$ cat src/rtl/rr_grant_sequencer.sv
// rr_grant_sequencer: round-robin arbiter granting one 4-way resource with bounded hold and a dead cycle between grants
module rr_grant_sequencer #(
    parameter int MAX_HOLD = 16
) (
    input  logic       clk,
    input  logic       rst,
    input  logic       enable,
    input  logic [3:0] req,
    output logic [1:0] grant_idx,
    output logic       grant_valid,
    output logic       expired
);
    localparam int CNT_W = (MAX_HOLD < 1) ? 1 : $clog2(MAX_HOLD + 1);
    localparam logic [CNT_W-1:0] HOLD_LIM = CNT_W'(MAX_HOLD);

    typedef enum logic {IDLE, BUSY} state_t;

    state_t           state, state_n;
    logic [1:0]       ptr, ptr_n, idx_n, winner;
    logic [CNT_W-1:0] cnt, cnt_n;
    logic             exp_n, drop, hit;

    // first requester at or after ptr, scanning upward with 2-bit wrap
    always_comb begin
        winner = ptr;
        for (int k = 3; k >= 0; k--)
            if (req[ptr + 2'(k)]) winner = ptr + 2'(k);
    end

    assign drop = !req[grant_idx];
    assign hit  = (MAX_HOLD != 0) && (cnt == HOLD_LIM);

    // arbitration in IDLE, release by drop or hold expiry in BUSY
    always_comb begin
        state_n = state;
        idx_n   = grant_idx;
        ptr_n   = ptr;
        cnt_n   = cnt;
        exp_n   = 1'b0;
        if (state == IDLE) begin
            if (enable && req != 4'b0) begin
                state_n = BUSY;
                idx_n   = winner;
                cnt_n   = CNT_W'(1);
            end
        end else if (drop || hit) begin
            state_n = IDLE;
            ptr_n   = grant_idx + 2'd1;
            exp_n   = hit && !drop;
        end else begin
            cnt_n = (cnt == '1) ? cnt : cnt + CNT_W'(1);
        end
    end

    // all outputs come straight from flops; grant_valid is the BUSY state bit
    always_ff @(posedge clk or posedge rst) begin
        if (rst) begin
            state     <= IDLE;
            grant_idx <= 2'd0;
            ptr       <= 2'd0;
            cnt       <= '0;
            expired   <= 1'b0;
        end else begin
            state     <= state_n;
            grant_idx <= idx_n;
            ptr       <= ptr_n;
            cnt       <= cnt_n;
            expired   <= exp_n;
        end
    end

    assign grant_valid = (state == BUSY);
endmodule

$ cat config.mk
export PLATFORM = sky130hd
export DESIGN_NAME = rr_grant_sequencer
export DESIGN_NICKNAME = d
export VERILOG_FILES = /design/src/rtl/rr_grant_sequencer.sv
export SDC_FILE = /design/constraint.sdc
export NUM_CORES = 1
export LEC_CHECK = 0
export ABC_AREA = 1
export CAP_MARGIN = 15
export CORE_MARGIN = 2
export CORE_UTILIZATION = 55
export DETAILED_ROUTE_END_ITERATION = 8
export GPL_TIMING_DRIVEN = 1
export PLACE_DENSITY = 0.8
export SYNTH_ARGS = -nofsm -noshare
export SYNTH_HDL_FRONTEND = slang
export SYNTH_SLANG_ARGS = --single-unit
$ cat constraint.sdc
create_clock -name clk -period 2.6 [get_ports clk]
set_input_delay 0.52 -clock clk [delete_from_list [all_inputs] [get_ports clk]]
set_output_delay 0.52 -clock clk [all_outputs]
set_load 0.1 [all_outputs]
==> reports/qor.csv <==
stage,metric,value,unit
pwr,pwr_density_cell,1254,mW/mm²
critical_path,critical_path_class,input pin to register,
critical_path,worstSetupEndpoint,cnt[4],
routing,routed_via_density,5.209,
critical_path,r2r_end,cnt[4],
clock_tree,cts_resized,0,
yosys,avgSynthCellArea,6.899,µm²
yosys,synth_cell_types,20,
floorplanning,rows,13,
grt,grt_pass1_vias,622,
timing,slew_headroom,71.59,%
routing,wl_per_cell,11.14,µm
critical_path,cp-startpoint,req[1],
placement,dp_hpwl,1225,µm
timing,slew_viol_final,0,
placement,post-place-cells,135,
timing,layout_min_cycle_time,1.748,ns
finish,drive_gt1_share,8.871,%
timing,setup_viol,0,
timing,hold_viol_final,0,
clock_tree,post_cts_buffers,0,
critical_path,r2r-start,cnt[1],
critical_path,endpoint_kind,register,
critical_path,cp_max_fo,10,
routing,drt_iter0_drc,17,
clock_tree,clk_pin_slew,0.07,ns
floorplanning,core,0.001301,mm²
run_status,status,finished clean,
pwr,p_leak,0.4804,nW
hold_path,min_path_type,input pin to async pin,
placement,portBuffers,10,
finish,final_nets,135,
timing,rsz0062_at_grt,no,
clock_tree,cts_tree,done,
floorplanning,start_util,58.85,%
timing,clock.fmax,572.2,MHz
job,max_cap_violations,0,
yosys,syn_inst,111,
routing,drc,0,
finish,multi_input_area,407.9,µm²
clock_tree,clk_latency,0.27,ns
grt,overflow,0,
routing,totalWireLength,1548,µm
clock_tree,clkSinkCount,11,
routing,vias,724,
timing,worst_pin_slew,0.4257,ns
floorplanning,die_w,41.31,µm
pwr,design_power_total,0.001120,W
floorplanning,die_h,41.31,µm
critical_path,ff2ff_path_depth,9,
floorplanning,ios,11,
timing,finalCritPeriodShare,67.22,%
yosys,yosysSeqAreaShare,35.95,%
grt,grt_start_max_net_pins,12,
timing,fin_skew,0.003109,ns
routing,dr.pass1.iters,5,
yosys,synth_area,765.7,µm²
clock_tree,holdBufCountCts,0,
routing,postRouteAntennaNets,0,
critical_path,start_kind,input pin,
grt,antenna_found_initial,0,
critical_path,arrival,1.94,ns
yosys,ys_ff_latch,11,
timing,fin_setup_tns,0,ns
critical_path,rrSetupSlack,1.06,ns
clock_tree,h-tree-depth,1,
finish,antenna_cells,0,
yosys,ys_warn_count,0,
placement,gp_congestion,0.7988,
finish,fin_cells,139,
pwr,ir_worst_vdd,708.5,µV
grt,grt_pass1_wl,2415,µm
clock_tree,cts_buffers,3,
critical_path,crit_required,2.79,ns
clock_tree,cts_root_buf,clkbuf_4,
grt,track_usage,22.11,%
finish,final-seq-area,275.3,µm²
floorplanning,dieArea,0.001707,mm²
finish,fillers,112,
yosys,syn-num-nets,121,
clock_tree,cts_buffer_depth,2,
finish,syn2layout_area_growth,16.67,%
-- layout by cell type, fill, tap and decap left out --
cell type / n
nor2_1: 5
nand2_1: 34
nand3_2: 1
a21oi_1: 3
nor3b_1: 1
a22oi_1: 1
clkdlybuf4s50_1: 6
dfrtp_1: 11
o21ai_0: 9
clkbuf_1: 1
o21ai_1: 1
nand3_1: 11
ha_1: 3
nand4_1: 2
inv_1: 20
or2_1: 1
o211ai_1: 1
xor2_1: 2
and2_1: 1
a21oi_4: 1
buf_4: 4
nand2_2: 2
clkbuf_4: 3
-- cell type report --
class | count | share of cell area (%)
multi-input combinational | 79 | 45.66
sequential | 11 | 30.81
timing repair buffer | 10 | 10.08
inverter | 20 | 8.403
clock buffer | 4 | 2.941
tap | 15 | 2.101
-- power by group --
part	switching [W]	internal, W
logic	0.000466	0.000207
clock network	0.0000586	0.0000594
registers	0.0000932	0.000235
-- registers in the layout, indices dropped and copies added (netlist names) --
register,cells
grant_idx,2
expired,1
grant_valid,1
cnt,5
ptr,2
-- per-layer routing --
layer	wire (µm)	GRT usage (%)	vias to the layer above	share of wire (%)
met5	0	0	-	0
met4	33	12.10	0	2.1
met3	48	3.191	5	3.1
met2	724	34.38	15	47
met1	742	29.43	326	48
li1	-	-	378	-
-- metrics by stage --
step | cell area [µm²] | setup slack (ns) | utilization [%] | hold WS (ns)
final | 893.4 | 0.8523 | 68.65 | 0.5372
after global routing | 893.4 | 0.7441 | 68.65 | 0.5889
after CTS | 893.4 | 0.8749 | 68.65 | 0.5487
after detailed placement | 867.1 | 0.6098 | 66.63 | 0.5534
after global placement | 867.1 | 0.6293 | 66.63 | 0.5547
after floorplan | 765.7 | 0.5691 | - | 0.3724
-- synthesized netlist by cell type --
| cell | n | share of area [%] |
|---|---|---|
| ha_1 | 3 | 4.9 |
| buf_4 | 1 | 0.98 |
| o21ai_1 | 1 | 0.65 |
| o21ai_0 | 9 | 5.9 |
| o211ai_1 | 1 | 0.98 |
| nand2_1 | 34 | 17 |
| nand2_2 | 2 | 1.6 |
| inv_1 | 20 | 9.8 |
| or2_1 | 1 | 0.82 |
| nand3_1 | 11 | 7.2 |
| a21oi_4 | 1 | 2.1 |
| a22oi_1 | 1 | 0.98 |
| nand3_2 | 1 | 1.3 |
| xor2_1 | 2 | 2.3 |
| nor2_1 | 5 | 2.5 |
| and2_1 | 1 | 0.82 |
| nand4_1 | 2 | 1.6 |
| dfrtp_1 | 11 | 36 |
| a21oi_1 | 3 | 2.0 |
| nor3b_1 | 1 | 0.98 |
-- cell families (layout without fill, tap and decap cells) --
logic type | after synthesis | count (layout) | synth area share [%]
xor+xnor | 2 | 2 | 2.288
flops | 11 | 11 | 35.95
fa+ha+maj | 3 | 3 | 4.902
buf+inv | 21 | 34 | 10.78
compound gates | 16 | 16 | 12.58
simple gates | 58 | 58 | 33.50
-- critical path, stage by stage --
cell and delay [ns]:
clkdlybuf4s50_1 0.52, nand2_1 0.07, nand3_1 0.13, nand3_2 0.09, nand2_2 0.11, nand2_2 0.09, a21oi_4 0.23, nand3_1 0.10
o21ai_0 0.09
-- worst min path at each step --
| stage | startpoint | end | slack (ns) | cells after the start |
|---|---|---|---|---|
| 3_5_place_dp | cnt[4] | cnt[4] | 0.55 | 2 |
| 4_1_cts | rst | cnt[4] | 0.55 | 2 |
| 3_3_place_gp | cnt[4] | cnt[4] | 0.55 | 2 |
| 2_1_floorplan | rst | cnt[0] | 0.37 | 1 |
| 6_report | rst | cnt[4] | 0.54 | 2 |
| 5_1_grt | rst | ptr[1] | 0.59 | 2 |
Power figures use the tool's default switching activity.
